==> src/rtl/timx_pwmin_pkg.sv <==
// Shared types and defaults for the multi-channel PWM-input capture unit.
package timx_pwmin_pkg;

  localparam int unsigned DEF_CH_NUM     = 4;
  localparam int unsigned DEF_CNT_W      = 16;
  localparam int unsigned DEF_FIFO_DEPTH = 4;
  localparam int unsigned DEF_FLT_W      = 4;

  typedef enum logic [1:0] {
    IDLE = 2'd0,
    HIGH = 2'd1,
    LOW  = 2'd2
  } pwm_state_e;

  // Pointer width for a power-of-two FIFO; never below one bit.
  function automatic int unsigned ptr_w(input int unsigned depth);
    return (depth > 1) ? $clog2(depth) : 1;
  endfunction

endpackage

==> src/rtl/timx_pwmin_chan.sv <==
// One PWM-input channel: synchroniser, optional filter, edge detect,
// measurement FSM/counter and show-ahead capture FIFO.
// Filter present only when TIMX_PWMIN_FILTER_EN is defined.
module timx_pwmin_chan
  import timx_pwmin_pkg::*;
#(
  parameter int unsigned CNT_W      = DEF_CNT_W,
  parameter int unsigned FIFO_DEPTH = DEF_FIFO_DEPTH,
  parameter int unsigned FLT_W      = DEF_FLT_W
) (
  input  logic             clk,
  input  logic             rst_n,
  input  logic             tick,
  input  logic             en,
  input  logic             pol,
  input  logic [FLT_W-1:0] flt_len,
  input  logic             raw,
  input  logic             pop,
  input  logic             ovf_clr,
  output logic             valid,
  output logic [CNT_W-1:0] period,
  output logic [CNT_W-1:0] width,
  output logic             ovf,
  output logic             sat
);

  localparam int unsigned    PW      = ptr_w(FIFO_DEPTH);
  localparam logic [PW:0]    DEPTH_C = (PW+1)'(FIFO_DEPTH);
  localparam logic [CNT_W-1:0] CNT_MAX = '1;

  logic s1, s2, filt, filt_d;

  always_ff @(posedge clk or negedge rst_n) begin
    if (!rst_n) begin
      s1 <= 1'b0;
      s2 <= 1'b0;
    end else if (!en) begin
      s1 <= 1'b0;
      s2 <= 1'b0;
    end else begin
      s1 <= raw;
      s2 <= s1;
    end
  end

`ifdef TIMX_PWMIN_FILTER_EN
  logic [FLT_W-1:0] run;

  // Level follows s2 once it has disagreed for flt_len samples; a match restarts the run.
  always_ff @(posedge clk or negedge rst_n) begin
    if (!rst_n) begin
      filt <= 1'b0;
      run  <= '0;
    end else if (!en) begin
      filt <= 1'b0;
      run  <= '0;
    end else if (s2 == filt) begin
      run <= '0;
    end else if (run >= flt_len) begin
      filt <= s2;
      run  <= '0;
    end else begin
      run <= run + 1'b1;
    end
  end
`else
  logic unused_flt;
  assign unused_flt = ^flt_len;

  always_ff @(posedge clk or negedge rst_n) begin
    if (!rst_n) filt <= 1'b0;
    else        filt <= en ? s2 : 1'b0;
  end
`endif

  always_ff @(posedge clk or negedge rst_n) begin
    if (!rst_n) filt_d <= 1'b0;
    else        filt_d <= en ? filt : 1'b0;
  end

  // Polarity applied to both samples so a pol=1 channel sees no edge out of reset.
  logic lvl, lvl_d, act, inact;
  assign lvl   = filt ^ pol;
  assign lvl_d = filt_d ^ pol;
  assign act   = en & lvl & ~lvl_d;
  assign inact = en & ~lvl & lvl_d;

  pwm_state_e       state, state_n;
  logic [CNT_W-1:0] cnt, cnt_n, wid, wid_n, restart, push_w;
  logic             push, sat_n;

  assign restart = CNT_W'(tick);

  always_ff @(posedge clk or negedge rst_n) begin
    if (!rst_n) begin
      state <= IDLE;
      cnt   <= '0;
      wid   <= '0;
      sat   <= 1'b0;
    end else begin
      state <= state_n;
      cnt   <= cnt_n;
      wid   <= wid_n;
      sat   <= sat_n;
    end
  end

  always_comb begin
    state_n = state;
    cnt_n   = cnt;
    wid_n   = wid;
    push    = 1'b0;
    push_w  = wid;
    sat_n   = 1'b0;
    if (!en) begin
      state_n = IDLE;
      cnt_n   = '0;
    end else begin
      if (tick && cnt != CNT_MAX) cnt_n = cnt + 1'b1;
      unique case (state)
        IDLE: begin
          if (act) begin
            state_n = HIGH;
            cnt_n   = restart;
          end
        end
        HIGH: begin
          if (act) begin
            push   = 1'b1;
            push_w = cnt;
            wid_n  = cnt;
            cnt_n  = restart;
          end else if (inact) begin
            wid_n   = cnt;
            state_n = LOW;
          end else if (tick && cnt == CNT_MAX) begin
            sat_n   = 1'b1;
            state_n = IDLE;
          end
        end
        LOW: begin
          if (act) begin
            push    = 1'b1;
            state_n = HIGH;
            cnt_n   = restart;
          end else if (tick && cnt == CNT_MAX) begin
            sat_n   = 1'b1;
            state_n = IDLE;
          end
        end
        default: state_n = IDLE;
      endcase
    end
  end

  logic [2*CNT_W-1:0] mem [FIFO_DEPTH];
  logic [PW-1:0]      wr_ptr, rd_ptr;
  logic [PW:0]        count;
  logic               full, empty, pop_ok, push_ok, drop;

  assign empty   = (count == '0);
  assign full    = (count == DEPTH_C);
  assign pop_ok  = pop & ~empty;
  assign push_ok = push & (~full | pop_ok);
  assign drop    = push & full & ~pop_ok;

  always_ff @(posedge clk) begin
    if (push_ok) mem[wr_ptr] <= {cnt, push_w};
  end

  always_ff @(posedge clk or negedge rst_n) begin
    if (!rst_n) begin
      wr_ptr <= '0;
      rd_ptr <= '0;
      count  <= '0;
      ovf    <= 1'b0;
    end else begin
      if (push_ok) wr_ptr <= wr_ptr + 1'b1;
      if (pop_ok)  rd_ptr <= rd_ptr + 1'b1;
      case ({push_ok, pop_ok})
        2'b10:   count <= count + 1'b1;
        2'b01:   count <= count - 1'b1;
        default: ;
      endcase
      if (drop)         ovf <= 1'b1;
      else if (ovf_clr) ovf <= 1'b0;
    end
  end

  assign valid           = ~empty;
  assign {period, width} = valid ? mem[rd_ptr] : '0;

endmodule

==> src/rtl/timx_pwmin_capture.sv <==
// Multi-channel PWM-input capture: CH_NUM copies of timx_pwmin_chan with packed buses.
// Digital filter enabled by defining TIMX_PWMIN_FILTER_EN.
module timx_pwmin_capture
  import timx_pwmin_pkg::*;
#(
  parameter int unsigned CH_NUM     = DEF_CH_NUM,
  parameter int unsigned CNT_W      = DEF_CNT_W,
  parameter int unsigned FIFO_DEPTH = DEF_FIFO_DEPTH,
  parameter int unsigned FLT_W      = DEF_FLT_W
) (
  input  logic                    apb_clk,
  input  logic                    apb_rst_n,
  input  logic                    psc_tick,
  input  logic [CH_NUM-1:0]       ch_en,
  input  logic [CH_NUM-1:0]       ch_pol,
  input  logic [FLT_W-1:0]        flt_len,
  input  logic [CH_NUM-1:0]       ch_in,
  input  logic [CH_NUM-1:0]       cap_pop,
  input  logic [CH_NUM-1:0]       ovf_clr,
  output logic [CH_NUM-1:0]       cap_valid,
  output logic [CH_NUM*CNT_W-1:0] cap_period,
  output logic [CH_NUM*CNT_W-1:0] cap_width,
  output logic [CH_NUM-1:0]       cap_ovf,
  output logic [CH_NUM-1:0]       cnt_sat
);

  for (genvar i = 0; i < CH_NUM; i++) begin : g_ch
    timx_pwmin_chan #(
      .CNT_W      (CNT_W),
      .FIFO_DEPTH (FIFO_DEPTH),
      .FLT_W      (FLT_W)
    ) u_chan (
      .clk     (apb_clk),
      .rst_n   (apb_rst_n),
      .tick    (psc_tick),
      .en      (ch_en[i]),
      .pol     (ch_pol[i]),
      .flt_len (flt_len),
      .raw     (ch_in[i]),
      .pop     (cap_pop[i]),
      .ovf_clr (ovf_clr[i]),
      .valid   (cap_valid[i]),
      .period  (cap_period[i*CNT_W +: CNT_W]),
      .width   (cap_width[i*CNT_W +: CNT_W]),
      .ovf     (cap_ovf[i]),
      .sat     (cnt_sat[i])
    );
  end

endmodule

==> config.mk <==
export PLATFORM = sky130hd
export DESIGN_NAME = timx_pwmin_capture
export DESIGN_NICKNAME = d
export VERILOG_FILES = /design/src/rtl/timx_pwmin_pkg.sv /design/src/rtl/timx_pwmin_chan.sv /design/src/rtl/timx_pwmin_capture.sv
export SDC_FILE = /design/constraint.sdc
export NUM_CORES = 1
export LEC_CHECK = 0
export CAP_MARGIN = 5
export CORE_MARGIN = 1
export CORE_UTILIZATION = 50
export CTS_BUF_LIST = sky130_fd_sc_hd__clkbuf_4 sky130_fd_sc_hd__clkbuf_8
export CTS_CLUSTER_SIZE = 8
export DETAILED_ROUTE_END_ITERATION = 12
export HOLD_SLACK_MARGIN = 0.12
export PLACE_DENSITY_LB_ADDON = 0.2
export SLEW_MARGIN = 30
export SYNTH_ARGS = -nofsm -noshare
export SYNTH_HDL_FRONTEND = slang
export SYNTH_SLANG_ARGS = --single-unit
==> constraint.sdc <==
create_clock -name apb_clk -period 3.85 [get_ports apb_clk]
set_clock_uncertainty 0.2 [all_clocks]
set_input_delay 0.5775 -clock apb_clk [delete_from_list [all_inputs] [get_ports apb_clk]]
set_output_delay 0.5775 -clock apb_clk [all_outputs]
set_load 0.02 [all_outputs]
==> flow_metrics.py <==
metrics = {
    "logic_synthesis": {
        "postSynthRegisterBits": 700,
        "synthTopCellsByCount": "edfxtp_1, dfrtp_1, and2_1, mux2_2, mux4_2",
        "post_synth_num_cell_types": 67,
        "synthDominantCellAreaShare": 0.518,
        "syn-cell-area_um2": 29700,
        "synth_enable_flop_cells": 512,
        "synth.avg_cell_area_um2": 16.4,
        "cell_type_with_the_largest_total_area_after_synthesis": "edfxtp_1",
        "asyncSetResetFlopFracSynth": 0.269,
        "yosys_warns": 0,
        "syn_inst": 1813,
        "synth.yosys.seq_area_share": 0.676,
        "synth_top_area_cells": "edfxtp_1, dfrtp_1, mux4_2",
        "most_common_cell_in_the_netlist": "edfxtp_1",
        "synth_flop_cell": "edfxtp_1",
        "syn_nets": 1881,
    },
    "pwr": {
        "p_comb_frac": 0.269,
        "switching_share": 0.288,
        "power.density_cell_area_nw_per_um2": 594,
        "static-leakage-power_uw": 0.0127,
        "power.clock.fraction": 0.320,
        "cell_internal_pwr_uw": 14800,
        "total_power_draw_uw": 20800,
        "power.ir.vdd_worst_uv": 464,
        "p_seq_frac": 0.411,
        "p_sw_uw": 5980,
    },
    "clock_network": {
        "cts_sinks": 700,
        "clk_latency_ns": 0.69,
        "post-cts-setup-buffer-count": 0,
        "path_clk_slew_ns": 0.06,
        "cts.htree.levels": 3,
        "tritoncts": "done",
        "clock_path_buffers": 3,
        "cts_inserted_buffers": 112,
        "ctsRootBufferMaster": "clkbuf_8",
    },
    "worst_setup_path": {
        "origin_of_the_worst_setup_path": "g_ch[0].u_chan.rd_ptr[0]",
        "crit-reg2reg-capture": "g_ch[1].u_chan.count[2]",
        "reg2reg_depth": 9,
        "reg_to_reg_startpoint": "g_ch[1].u_chan.state[1]",
        "crit_path_start_kind": "register",
        "r2r_slack_ns": 0.72,
        "endpoint_type_of_the_worst_setup_path": "primary output",
        "timing.critical_path.fanout_max": 18,
        "worstPathArrival_ns": 2.89,
        "worst_ep_required_time_ns": 3.07,
        "critical_path_class": "register to primary output",
    },
    "route": {
        "vias": 16300,
        "detailroute.wirelength.met3_um": 2400,
        "detail_route.drc_violations": 0,
        "highest-signal-layer": "met4",
        "count_of_routing_violations_after_the_opening_detailed_route_iteration": 869,
        "first_pass_iters": 5,
        "m1WireLength_um": 25600,
        "wire_per_inst_um": 20.2,
        "wl_met2_um": 29900,
        "count_of_nets_left_with_antenna_violations_after_detail_routing": 0,
        "vias_per_cell": 5.60,
        "totalWireLength_um": 59100,
    },
    "global_routing": {
        "groute.usage.overall": 0.201,
        "initial_antenna_violation_count": 1,
        "maximum_number_of_pins_on_one_net_before_global_route_repair": 83,
        "wire_length_of_the_first_global_routing_pass_um": 94000,
        "global_route.overflow_total": 0,
        "first_global_vias": 17200,
    },
    "sta": {
        "final_max_slew_viol_count": 0,
        "post-route-worst-setup-slack_ns": 0.179,
        "tightest_slew_ns": 0.786,
        "finalSetupViolCount": 0,
        "timing_hold_violations_final": 0,
        "timing.fmax_mhz": 272,
        "relSlewSlack": 0.463,
        "grt_setup_unrepaired": "no",
        "post-route-period-util": 0.953,
        "finalCriticalPeriod_ns": 3.67,
        "final.setup.tns_ns": 0,
    },
    "floorplanning": {
        "die_h_um": 246,
        "start_util": 0.511,
        "num_rows": 88,
        "chipWidth_um": 246,
        "design.die.area_um2": 60400,
        "num_io_pins": 167,
        "core-area_um2": 58100,
    },
    "final_layout": {
        "nFillCells": 4455,
        "final_layout_size_suffix_gt1_frac": 0.252,
        "layout.nets": 2120,
        "area_delta_synth_final_pct": 17.8,
        "design_area_um2": 35000,
        "final_cells": 2917,
        "antenna_fix_cells": 0,
    },
    "flow_run": {
        "cap_viol_max_count": 0,
    },
    "place": {
        "gp_congestion": 0.783,
        "buffer_ports.inserted": 162,
        "post_dp_cell_area_um2": 32500,
        "numPlacedInstances": 2702,
        "dpl_worst_slack_ns": 0.279,
        "hpwlAfterDp_um": 35600,
    },
    "status": {
        "run_status": "finished, final reports clean",
    },
    "hold_path": {
        "holdCritPathClass": "register to register",
        "hold_path_depth": 1,
        "hold_start": "g_ch[1].u_chan.s1",
        "min_to": "g_ch[1].u_chan.s2",
    },
}
worst max-delay path by stage:
stage                                           to  depth (start not counted)
after floorplan           g_ch[2].u_chan.mem[0][0]                          5
after global placement     g_ch[1].u_chan.count[2]                          8
after detailed placement   g_ch[1].u_chan.count[2]                          8
after CTS                            cap_width[20]                          4
after global routing                 cap_width[11]                          4
final                                 cap_width[3]                          4
logic make-up (layout without fill, tap and decap cells):
family / Yosys count / count (layout) / share of synthesized area
fa+ha+maj: 41 / 41 / 0.0183
xor+xnor: 57 / 57 / 0.0168
compound gates: 128 / 128 / 0.0281
flops: 700 / 700 / 0.676
mux: 268 / 268 / 0.150
buf+inv: 132 / 471 / 0.0187
simple gates: 487 / 487 / 0.0920
layout by cell type, fill, tap and decap left out, types with 7 or more instances in the layout:
cell type / netlist / final
a21oi_1: 29 / 29
a31oi_1: 14 / 14
and2_1: 165 / 165
and3_1: 14 / 14
and4_1: 13 / 13
buf_12: 0 / 18
buf_4: 13 / 39
clkbuf_4: 0 / 60
clkbuf_8: 0 / 133
clkdlybuf4s50_1: 0 / 161
clkinv_1: 0 / 7
clkinv_2: 0 / 8
dfrtp_1: 188 / 184
edfxtp_1: 512 / 512
ha_1: 37 / 37
inv_1: 37 / 37
mux2_2: 133 / 133
mux2i_1: 7 / 7
mux4_2: 128 / 128
nand2_1: 53 / 53
nand2b_1: 10 / 10
nand3_1: 39 / 39
nand4_1: 22 / 22
nor2_1: 74 / 74
nor2b_1: 10 / 10
nor3_1: 31 / 31
nor3b_1: 8 / 8
nor4_1: 10 / 10
o211ai_1: 8 / 8
o21ai_0: 23 / 23
o22ai_1: 9 / 9
or3_1: 10 / 9
xnor2_1: 34 / 34
xor2_1: 23 / 23
area by class of cell:
| type | count | area [um^2] | share of cell area |
|---|---|---|---|
| Clock buffer | 192 | 2270 | 0.0648 |
| Clock inverter | 22 | 173 | 0.00494 |
| Inverter | 37 | 139 | 0.00397 |
| Multi-Input combinational cell | 981 | 9060 | 0.259 |
| Sequential cell | 700 | 20100 | 0.574 |
| Tap cell | 765 | 957 | 0.0274 |
| Timing Repair Buffer | 220 | 2290 | 0.0654 |
routing by layer:
layer / global-route usage / vias up
met3: 0.0338 / 87
li1: - / 7442
met4: 0.0667 / 0
met2: 0.339 / 333
met5: 0 / -
met1: 0.267 / 8470
sequential cells by signal (all words and copies together) (netlist names), 8 cells and up:
signal	count
g_ch.u_chan.cnt	64
g_ch.u_chan.count	12
g_ch.u_chan.mem	512
g_ch.u_chan.rd_ptr	8
g_ch.u_chan.state	8
g_ch.u_chan.wid	64
g_ch.u_chan.wr_ptr	8
worst max-delay path: stages (launching register included):
cell,delay (ns)
dfrtp_2,0.68
buf_12,0.26
mux4_2,0.55
and2_1,0.17
clkdlybuf4s50_1,0.53
power by group through the flow:
stage	logic [uW]	clock network, uW	registers [uW]
after floorplan	3610	0	8490
after global placement	5640	0	8670
after detailed placement	5690	0	8690
after CTS	5710	6830	8540
after global routing	6030	7150	8570
final	5580	6650	8530
metrics by stage:
stage                     utilization  hold WS [ns]
after floorplan                     -        0.0819
after global placement          0.559         0.236
after detailed placement        0.559         0.240
after CTS                       0.602         0.195
after global routing            0.602         0.223
final                           0.602         0.255
repair_timing:
item	CTS	global route
setup endpoints to repair	0	7
endpoints found under the hold margin	77	0
hold buffers	1	0
resized for setup	0	1
No activity file was read; power rests on OpenSTA's default activity.
